`config.mk`:
```
export PLATFORM = sky130hd
export DESIGN_NAME = cla_seq_ctrl
export DESIGN_NICKNAME = d
export VERILOG_FILES = /design/src/rtl/cla_seq_ctrl.sv
export SDC_FILE = /design/constraint.sdc
export NUM_CORES = 1
export LEC_CHECK = 0
export CORE_MARGIN = 2
export CORE_UTILIZATION = 43
export CTS_CLUSTER_SIZE = 40
export DETAILED_ROUTE_END_ITERATION = 6
export HOLD_SLACK_MARGIN = 0.03
export PLACE_DENSITY = 0.84
export SLEW_MARGIN = 40
export SYNTH_ARGS = -nofsm -noshare
export SYNTH_HDL_FRONTEND = slang
export SYNTH_SLANG_ARGS = --single-unit
```
`constraint.sdc`:
```
create_clock -name clk_i -period 1.6 [get_ports clk_i]
set_input_delay 0.48 -clock clk_i [delete_from_list [all_inputs] [get_ports clk_i]]
set_output_delay 0.48 -clock clk_i [all_outputs]
set_load 0.02 [all_outputs]
```
`src/rtl/cla_seq_ctrl.sv`:
```
// Sequencer that builds a WIDTH-bit add from one shared external 4-bit CLA slice, one nibble per cycle.
// Optional subtract support is enabled by defining CLA_SEQ_SUB_EN (adds the req_sub_i port).
module cla_seq_ctrl #(
  parameter int WIDTH = 16
) (
  input  logic             clk_i,
  input  logic             rst_ni,
  input  logic             req_valid_i,
  output logic             req_ready_o,
  input  logic [WIDTH-1:0] req_a_i,
  input  logic [WIDTH-1:0] req_b_i,
  input  logic             req_c_i,
`ifdef CLA_SEQ_SUB_EN
  input  logic             req_sub_i,
`endif
  output logic             rsp_valid_o,
  input  logic             rsp_ready_i,
  output logic [WIDTH-1:0] rsp_sum_o,
  output logic             rsp_c_o,
  output logic             busy_o,
  output logic [3:0]       add_a_o,
  output logic [3:0]       add_b_o,
  output logic             add_c_o,
  input  logic [3:0]       add_sum_i,
  input  logic             add_c_i
);

  localparam int NIB   = WIDTH / 4;
  localparam int IDX_W = (NIB > 1) ? $clog2(NIB) : 1;
  localparam logic [IDX_W-1:0] LAST_IDX = IDX_W'(NIB - 1);

  if ((WIDTH < 4) || ((WIDTH % 4) != 0)) begin : g_bad_width
    $error("cla_seq_ctrl: WIDTH must be a multiple of 4 and at least 4");
  end

  typedef enum logic [1:0] {
    ST_IDLE = 2'd0,
    ST_RUN  = 2'd1,
    ST_DONE = 2'd2
  } state_t;

  state_t             state_r;
  state_t             state_nxt_s;
  logic [WIDTH-1:0]   a_r;
  logic [WIDTH-1:0]   b_r;
  logic [WIDTH-1:0]   result_r;
  logic               carry_r;
  logic [IDX_W-1:0]   idx_r;
  logic [WIDTH-1:0]   b_lat_s;
  logic               c_lat_s;

  // Operand B and initial carry as captured on acceptance (inverted B and carry 1 for subtract)
  always_comb begin
    b_lat_s = req_b_i;
    c_lat_s = req_c_i;
`ifdef CLA_SEQ_SUB_EN
    if (req_sub_i) begin
      b_lat_s = ~req_b_i;
      c_lat_s = 1'b1;
    end else begin
      b_lat_s = req_b_i;
      c_lat_s = req_c_i;
    end
`endif
  end

  // FSM state register
  always_ff @(posedge clk_i or negedge rst_ni) begin
    if (!rst_ni) begin
      state_r <= ST_IDLE;
    end else begin
      state_r <= state_nxt_s;
    end
  end

  // Next-state logic
  always_comb begin
    state_nxt_s = state_r;
    case (state_r)
      ST_IDLE: begin
        if (req_valid_i) state_nxt_s = ST_RUN;
        else             state_nxt_s = ST_IDLE;
      end
      ST_RUN: begin
        if (idx_r == LAST_IDX) state_nxt_s = ST_DONE;
        else                   state_nxt_s = ST_RUN;
      end
      ST_DONE: begin
        if (rsp_ready_i) state_nxt_s = ST_IDLE;
        else             state_nxt_s = ST_DONE;
      end
      default: state_nxt_s = ST_IDLE;
    endcase
  end

  // Datapath: operand capture on accept, one nibble of result and the ripple carry per RUN cycle
  always_ff @(posedge clk_i or negedge rst_ni) begin
    if (!rst_ni) begin
      a_r      <= '0;
      b_r      <= '0;
      result_r <= '0;
      carry_r  <= 1'b0;
      idx_r    <= '0;
    end else begin
      case (state_r)
        ST_IDLE: begin
          if (req_valid_i) begin
            a_r     <= req_a_i;
            b_r     <= b_lat_s;
            carry_r <= c_lat_s;
            idx_r   <= '0;
          end
        end
        ST_RUN: begin
          result_r[{idx_r, 2'b00} +: 4] <= add_sum_i;
          carry_r                       <= add_c_i;
          idx_r <= (idx_r == LAST_IDX) ? '0 : idx_r + IDX_W'(1);
        end
        default: begin
          idx_r <= idx_r;
        end
      endcase
    end
  end

  // Handshake/status decode and slice drive, all from registered state
  always_comb begin
    req_ready_o = (state_r == ST_IDLE);
    rsp_valid_o = (state_r == ST_DONE);
    busy_o      = (state_r == ST_RUN) || (state_r == ST_DONE);
    if (state_r == ST_RUN) begin
      add_a_o = a_r[{idx_r, 2'b00} +: 4];
      add_b_o = b_r[{idx_r, 2'b00} +: 4];
      add_c_o = carry_r;
    end else begin
      add_a_o = 4'h0;
      add_b_o = 4'h0;
      add_c_o = 1'b0;
    end
  end

  assign rsp_sum_o = result_r;
  assign rsp_c_o   = carry_r;

endmodule

```
Word-level counts from Yosys, hierarchy flattened:

Index checks and enable logic that the tools add are counted.

* bits in latches: 0
* word-level logic and storage cells: 34
* memories: 0
* flip-flop bits (word level): 53
* output and inout port bits: 29
* memory bits (read-only): 0
* RAM bits: 0
* input port bits: 42

* muxes and demuxes: 13
* $add $sub $neg: 2
* multiply operators: 0
* reduce and logical (&&, ||, !) cells: 5
* div/mod/pow operators: 0
* order comparisons: 0
* bitwise logic cells: 0
* shift-type cells: 4
* equal/unequal tests: 4

Operators with widths (number)
* 16-bit by 5-bit variable part select with 4-bit output: 2
* 16-bit bitwise mux: 1
* 4-bit by 6-bit variable shift with 16-bit output (first input constant): 1
* 4-bit by 6-bit variable part select with 16-bit output: 1
* 2-bit 2-to-1 mux: 4
* 4-bit 2-to-1 mux: 2
* 4-bit negation with 6-bit output: 1
* 2-bit case mux with 3 select lines: 1
* 2-bit equality test (second input constant): 2
* 2-bit case mux with 2 select lines: 1
* 2-bit AND reduction: 2
* 1-bit 2-to-1 mux: 3
* 2-bit by 1-bit adder with 2-bit output (second input constant): 1
* 2-bit by 1-bit equality test with 1-bit output (second input constant): 1
* 2-bit logical NOT: 1
* 2-bit inequality test (second input constant): 1
* 1-bit case mux with 2 select lines: 1
* 2-bit nonzero test: 1
* 1-bit logical OR: 1

Logic depth before layout (Yosys ltp):

Gate-level depths: netlist of run 1.

* depth after elaboration: 3
* gate-level depth with buffers: 6
* gate-level depth less buffers: 5

Worst setup path after synthesis of run 1:

No wires, ideal clock.

* path kind: register to output
* start point: register state_r[1]
* end point: output add_a_o[2]
* buffers on the path: 1
* setup slack: -0.307 ns
* data arrival time: 1.427 ns
* cell stages (with the launch flop): 6
* data required time: 1.120 ns
* path through: dfrtp_1 inv_1 ha_1 buf_4 nand2_1 o22ai_1

* longest elaborated chain between the ends: 2

Ends and longest elaborated chain
* start, declared: RTL line 42 `state_t state_r;`
* start signal, assigned: RTL line 72 `state_r <= state_nxt_s;`
* 2-bit by 1-bit equality test with 1-bit output: RTL line 131 `if (state_r == ST_RUN) begin`
* 4-bit 2-to-1 mux: RTL line 131
* end, declared: RTL line 21 `output logic [3:0] add_a_o,`

Every way passes these cells.

Worst setup path in the final report of run 1:

* start point: register idx_r[0]
* end point: output add_a_o[1]

* longest elaborated chain between the ends: 2

Ends and longest elaborated chain
* start, declared: RTL line 48 `logic [IDX_W-1:0] idx_r;`
* start signal, assigned: RTL line 117 `idx_r <= (idx_r == LAST_IDX) ? '0 : idx_r + IDX_W'(1);`
* start signal, assigned: RTL line 120 `idx_r <= idx_r;`
* 16-bit by 5-bit variable part select with 4-bit output: RTL line 132 `add_a_o = a_r[{idx_r, 2'b00} +: 4];`
* 4-bit 2-to-1 mux: RTL line 131

Every way passes these cells.

==> summary.txt, run 1 <==
Run status
  • Status: finished, violations left
  • Failing checks: setup timing

Placement
  • Post-DP HPWL: 3930 um
  • Pre-CTS setup slack: -0.538 ns
  • # port buffers: 70
  • GPL Wtd Cong: 0.755

Die
  • Chip Width: 80.1 um
  • Number of core rows: 27
  • Core area: 5540 sq um
  • Die height: 80.1 um
  • Initial Util: 44.9%
  • Die area: 6410 sq um
  • Io pins: 71

Synthesis
  • Post-Synthesis Net Count: 235
  • Yosys top cell by area: dfrtp_1
  • Flop and latch count out of synthesis: 53
  • Register area share after synthesis: 53.3%
  • Main area contributors after synthesis: dfrtp_1 53%, mux2_2 14%, mux2i_1 6.4%, ha_1 4.5%, a22o_1 2.5%
  • Cell variety after synth: 28
  • Post-Syn Area per Cell: 13.5 sq um
  • Post-synth top area share: 53.3%
  • Synth warn: 0
  • Mapped Area: 2490 sq um
  • Cell count after synthesis: 184

Timing
  • Tmin final: 2.06 ns
  • Max-slew headroom: 75.7%
  • RSZ-0062 raised after global routing: true
  • Least-Margin Pin Slew: 0.365 ns
  • Final setup viols: 34
  • Fmax: 486 MHz
  • Max Clock Skew: 0.00804 ns
  • Final Hold Viols: 0
  • Final Max Tran Viols: 0
  • Worst setup margin: -0.459 ns
  • Final worst path period share: 129%

Global routing
  • Total track usage: 19.5%
  • Largest net degree at the start of global routing: 39
  • Global route hottest layer: met2
  • Number of global-route vias before repair: 1981
  • Routing usage on met1: 24.3%
  • Met2 usage: 33.3%
  • Initial antenna violation count: 0
  • GR Layer Usage met3: 5.73%
  • Global route overflow: 0
  • Wire length of the first global-routing pass: 9510 um

Clock network
  • Hold buffer count at CTS: 0
  • Worst skew pair latency: 0.31 ns
  • CTS clock-pin slew for the worst setup and hold paths: 0.10 ns
  • CTS tree: yes
  • CTS Root Cell: clkbuf_8
  • H-tree Lvls: 2
  • CTS max path bufs: 2
  • Clk sink count: 53
  • Cts bufs inserted: 5

Worst setup path
  • Critical Path Sink Type: output pin
  • Most used cell, CP: buf_12
  • Critical path peak fanout: 6
  • Critical setup path kind: flip-flop to output pin
  • Worst setup SP type: flip-flop
  • Crit path required time: 1.12 ns
  • CP Cell Sequence: buf_12 > buf_12 > mux2i_4 > o22ai_4 > buf_6
  • WP data arrival: 1.58 ns
  • Critical Path Slowest Stage Cell: dfrtp_2
  • Max stage delay on crit path: 0.46 ns

Power
  • VDD IR-drop max: 0.00122 V
  • Pleak: 1.79 nW
  • Power Density: 2150 nW/um^2

Route
  • Via/cell ratio: 5.17
  • Number of nets with antenna violations after routing: 0
  • Drt drc: 0
  • Vias post-DR: 1862
  • Iter 0 DRT Violations: 38
  • Final WL: 6130 um
  • WL/cell: 17.0 um
  • Drt first pass iters: 6

Layout
  • Final core occ: 73.0%
  • Layout cells sized above 1: 42.0%
  • Commonest non-fill, non-tap cell in the layout: dfrtp_1
  • NumNets Final: 338
  • P&R area growth vs syn: 62.5%
  • # fillers: 361
  • Diode count: 0
  • Most frequent cells in the layout: 52 x dfrtp_1, 40 x clkdlybuf4s50_1, 22 x mux2_2

Run
  • Max Cap Viol: 0

Min path
  • Worst Hold Class: input port to asynchronous set/reset pin
repair_timing:
item | CTS | global route
pin swaps | 4 | 8
setup endpoints to repair | 72 | 62
gates cloned | 3 | 1
resized for setup | 114 | 23
setup buffers | 5 | 7
registers in the layout (all words and copies together), names as in the netlist:
signal     count
b_r           16
a_r           16
rsp_sum_o     16
state_r        2
idx_r          2
rsp_c_o        1
metal layers:
metal	share of wire (%)	vias up
met3	6.2	6
met2	50	64
li1	-	881
met4	0.83	0
met1	43	911
met5	0	-
logic make-up (layout without fill, tap and decap cells):
kind of cell / after synthesis / count (layout) / share of synthesized area [%]
buffers and inverters: 12 / 116 / 3.72
multiplexers: 48 / 48 / 20.9
adder cells (fa/ha/maj): 9 / 9 / 4.53
AO/OA/AOI/OAI: 31 / 31 / 9.21
AND/OR/NAND/NOR: 31 / 31 / 8.30
flip-flops: 53 / 53 / 53.3
cell usage after synthesis, drive strengths merged:
cell type  count
a21oi          2
a22o           7
a31oi          1
a32o           6
and2           1
buf            7
dfrtp         53
ha             9
inv            5
mux2          32
mux2i         16
nand2         17
nand2b         3
nand3          1
nand3b         1
nand4bb        1
nor2           3
nor2b          1
nor3b          2
nor4b          1
o21ai          6
o221a          1
o22ai          8
layout make-up:
cell class	instances	area (sq um)	share of cell area [%]
flip-flops and latches	53	1330	32.8
well taps	72	90.1	2.23
inverters	5	26.3	0.650
clock buffers	6	82.6	2.04
clock inverters	2	37.5	0.929
multi-input cells	119	1400	34.5
repair buffers	103	1080	26.8
worst max-delay path: cells and delay by family, from the launching register on:
family                 cells  cell delay, ns
AOI/OAI and AO/OA          1            0.16
DFF                        1            0.46
buffers and inverters      3            0.45
muxes                      1            0.20
power breakdown:
group          switching (mW)  internal (mW)
combinational            2.40           2.97
sequential              0.443           1.93
clock                   0.453          0.509
metrics by stage:
step	total power, mW	std cells	instance area (sq um)	hold WS (ns)	TNS [ns]
floorplan	5.23	184	2660	0.184	0
global placement	6.69	342	3590	0.411	-8.60
detailed placement	6.81	342	3590	0.410	-9.97
CTS	8.34	357	3940	0.0714	-6.70
global route	9.16	360	4040	0.0837	-7.35
finish	8.71	360	4040	0.0668	-4.96
final timing paths:
check                             start            end  slack, ns  cells past startpoint
setup / recovery               idx_r[0]     add_a_o[1]      -0.46                      5
hold / removal                   rst_ni  rsp_sum_o[15]       0.07                      1
setup reg to reg               idx_r[0]   rsp_sum_o[9]      -0.09                      6
hold reg to reg            rsp_sum_o[2]   rsp_sum_o[2]       0.50                      2
max in group asynchronous        rst_ni       idx_r[0]       1.00                      2
min in group clk_i         rsp_sum_o[2]   rsp_sum_o[2]       0.50                      2
Power figures use the tool's default switching activity.
==> run 2, diff against run 1 <==
SKIP_LAST_GASP = 1   (was unset)
==> run 2 against run 1 <==
  * The flow still finishes with violations (setup timing)
  * Via count rose by 0.43%
  * Register-to-register slack barely moved
  * Flip-flop and latch count did not move
  * Combinational power fell by 1%
  * Sequential share of layout area rose by 0.17 points
  * Wire length fell by 3.5%
  * Total power fell by 1.5%
  * Clock skew fell by 0.0050 ns
  * Non-clock buffer count did not move
  * Fmax rose by 1.3%
  * Largest power group unchanged
==> summary.txt, run 2 (synthesized netlist as in run 1, its figures left out) <==
Route
  • Iter 0 DRT Violations: 48 (was 38)
  • Via/cell ratio: 5.19 (was 5.17)
  • Drt drc: 0 (unchanged)
  • Vias post-DR: 1870 (was 1862)
  • Drt first pass iters: 4 (was 6)
  • Number of nets with antenna violations after routing: 0 (unchanged)
  • Final WL: 5920 um (was 6130 um)
  • WL/cell: 16.4 um (was 17.0 um)

Clock network
  • H-tree Lvls: 2 (unchanged)
  • CTS max path bufs: 2 (unchanged)
  • CTS Root Cell: clkbuf_8 (unchanged)
  • CTS clock-pin slew for the worst setup and hold paths: 0.09 ns (was 0.10 ns)
  • Clk sink count: 53 (unchanged)
  • Cts bufs inserted: 5 (unchanged)
  • CTS tree: yes (unchanged)
  • Hold buffer count at CTS: 0 (unchanged)
  • Worst skew pair latency: 0.30 ns (was 0.31 ns)

Timing
  • Final worst path period share: 127% (was 129%)
  • Final Max Tran Viols: 0 (unchanged)
  • Fmax: 492 MHz (was 486 MHz)
  • RSZ-0062 raised after global routing: true (unchanged)
  • Final Hold Viols: 0 (unchanged)
  • Sum Neg Setup Slack: -4.71 ns (was -4.96 ns)
  • Max Clock Skew: 0.00306 ns (was 0.00804 ns)
  • Max-slew headroom: 75.7% (about the same)
  • Final setup viols: 34 (unchanged)
  • Worst setup margin: -0.433 ns (was -0.459 ns)
  • Tmin final: 2.03 ns (was 2.06 ns)
  • Least-Margin Pin Slew: 0.364 ns (was 0.365 ns)

Die
  • Core area: 5540 sq um (unchanged)
  • Number of core rows: 27 (unchanged)
  • Initial Util: 44.9% (unchanged)
  • Chip Width: 80.1 um (unchanged)
  • Die height: 80.1 um (unchanged)
  • Io pins: 71 (unchanged)
  • Die area: 6410 sq um (unchanged)

Min path
  • Worst Hold Class: input port to asynchronous set/reset pin (unchanged)

Worst setup path
  • Buf/Inv on CP: 3 (unchanged)
  • Max stage delay on crit path: 0.46 ns (about the same)
  • WP data arrival: 1.55 ns (was 1.58 ns)
  • Critical Path Sink Type: output pin (unchanged)
  • Reg2reg setup slack: -0.08 ns (was -0.09 ns)
  • Critical path peak fanout: 6 (unchanged)
  • CP Cell Sequence: buf_12 > buf_12 > mux2i_4 > o22ai_4 > buf_6 (unchanged)
  • Crit path required time: 1.12 ns (about the same)
  • Most used cell, CP: buf_12 (unchanged)
  • Worst setup SP type: flip-flop (unchanged)
  • Top delay family on crit path: flip-flops (unchanged)
  • Critical Path Slowest Stage Cell: dfrtp_2 (unchanged)
  • Critical setup path kind: flip-flop to output pin (unchanged)

Global routing
  • Total track usage: 19.5% (unchanged)
  • Initial antenna violation count: 0 (unchanged)
  • Global route overflow: 0 (unchanged)
  • Wire length of the first global-routing pass: 9510 um (unchanged)
  • Number of global-route vias before repair: 1981 (unchanged)
  • Largest net degree at the start of global routing: 39 (unchanged)

Power
  • VDD IR-drop max: 0.00125 V (was 0.00122 V)
  • Seq pwr share: 27.2% (about the same)
  • Clock power frac: 11.0% (about the same)
  • Combinational share of power: 61.7% (about the same)
  • Sw Ratio: 37.4% (was 37.9%)
  • Pleak: 1.79 nW (about the same)
  • Switching power: 3.21 mW (was 3.30 mW)
  • Internal: 5.37 mW (was 5.41 mW)
  • Power Density: 2130 nW/um^2 (was 2150 nW/um^2)

Run status
  • Status: finished, violations left (unchanged)
  • Failing checks: setup timing (unchanged)

Layout
  • P&R area growth vs syn: 61.7% (was 62.5%)
  • NumNets Final: 338 (unchanged)
  • Diode count: 0 (unchanged)
  • Most frequent cells in the layout: 52 x dfrtp_1, 40 x clkdlybuf4s50_1, 22 x mux2_2 (unchanged)
  • Final core occ: 72.6% (was 73.0%)
  • Layout cells sized above 1: 41.3% (was 42.0%)
  • Commonest non-fill, non-tap cell in the layout: dfrtp_1 (unchanged)

Placement
  • GPL Wtd Cong: 0.755 (unchanged)
  • Post-DP HPWL: 3930 um (unchanged)
  • # port buffers: 70 (unchanged)

Run
  • Max Cap Viol: 0 (unchanged)
## run 2: cell counts in the layout (fill, tap and decap cells not counted)
No cell type changed its count.
## run 2: what timing repair did
item                       4_1_cts  5_1_grt
gates resized for setup        113       21
pin swaps                        4        8
setup endpoints to repair       72       62
buffers inserted                 5        7
cloned                           3        1
## run 2: per-layer routing
layer  wire [um]  GRT usage [%]
met1        2490           24.3
met2        2960           33.3
met3         398           5.73
met4          71           5.08
met5           0              0
## run 2: final timing paths
check | from | endpoint | depth (start not counted)
min in group clk_i | rsp_sum_o[12] | rsp_sum_o[12] | 1
min | rst_ni | rsp_sum_o[15] | 1
min reg2reg | rsp_sum_o[12] | rsp_sum_o[12] | 1
max reg2reg | idx_r[0] | rsp_sum_o[9] | 6
max in group asynchronous | rst_ni | idx_r[0] | 2
max | idx_r[0] | add_a_o[0] | 5
## run 2: power groups by stage
stage | sequential, mW | clock, mW | combinational, mW
after detailed placement | 2.28 | 0 | 4.53
after global placement | 2.26 | 0 | 4.43
after CTS | 2.30 | 0.970 | 5.05
final | 2.33 | 0.947 | 5.30
after floorplan | 2.35 | 0 | 2.88
after global routing | 2.40 | 1.02 | 5.64
## run 2: layout make-up
cell class / count / area (sq um)
fill: 361 / 1520
clock buffer: 6 / 82.6
clock inverter: 2 / 37.5
multi-input combinational: 119 / 1370
timing repair buffer: 103 / 1090
inverter: 5 / 26.3
tap: 72 / 90.1
sequential: 53 / 1330
## run 2: metrics by stage
step	cells	hold WS, ns	total power, mW	setup slack, ns	cell area (sq um)
after floorplan	184	0.184	5.23	0.00855	2660
after global placement	342	0.411	6.69	-0.499	3590
after detailed placement	342	0.410	6.81	-0.538	3590
after CTS	357	0.0714	8.32	-0.442	3940
after global routing	360	0.0830	9.06	-0.474	4020
final	360	0.0710	8.58	-0.433	4020
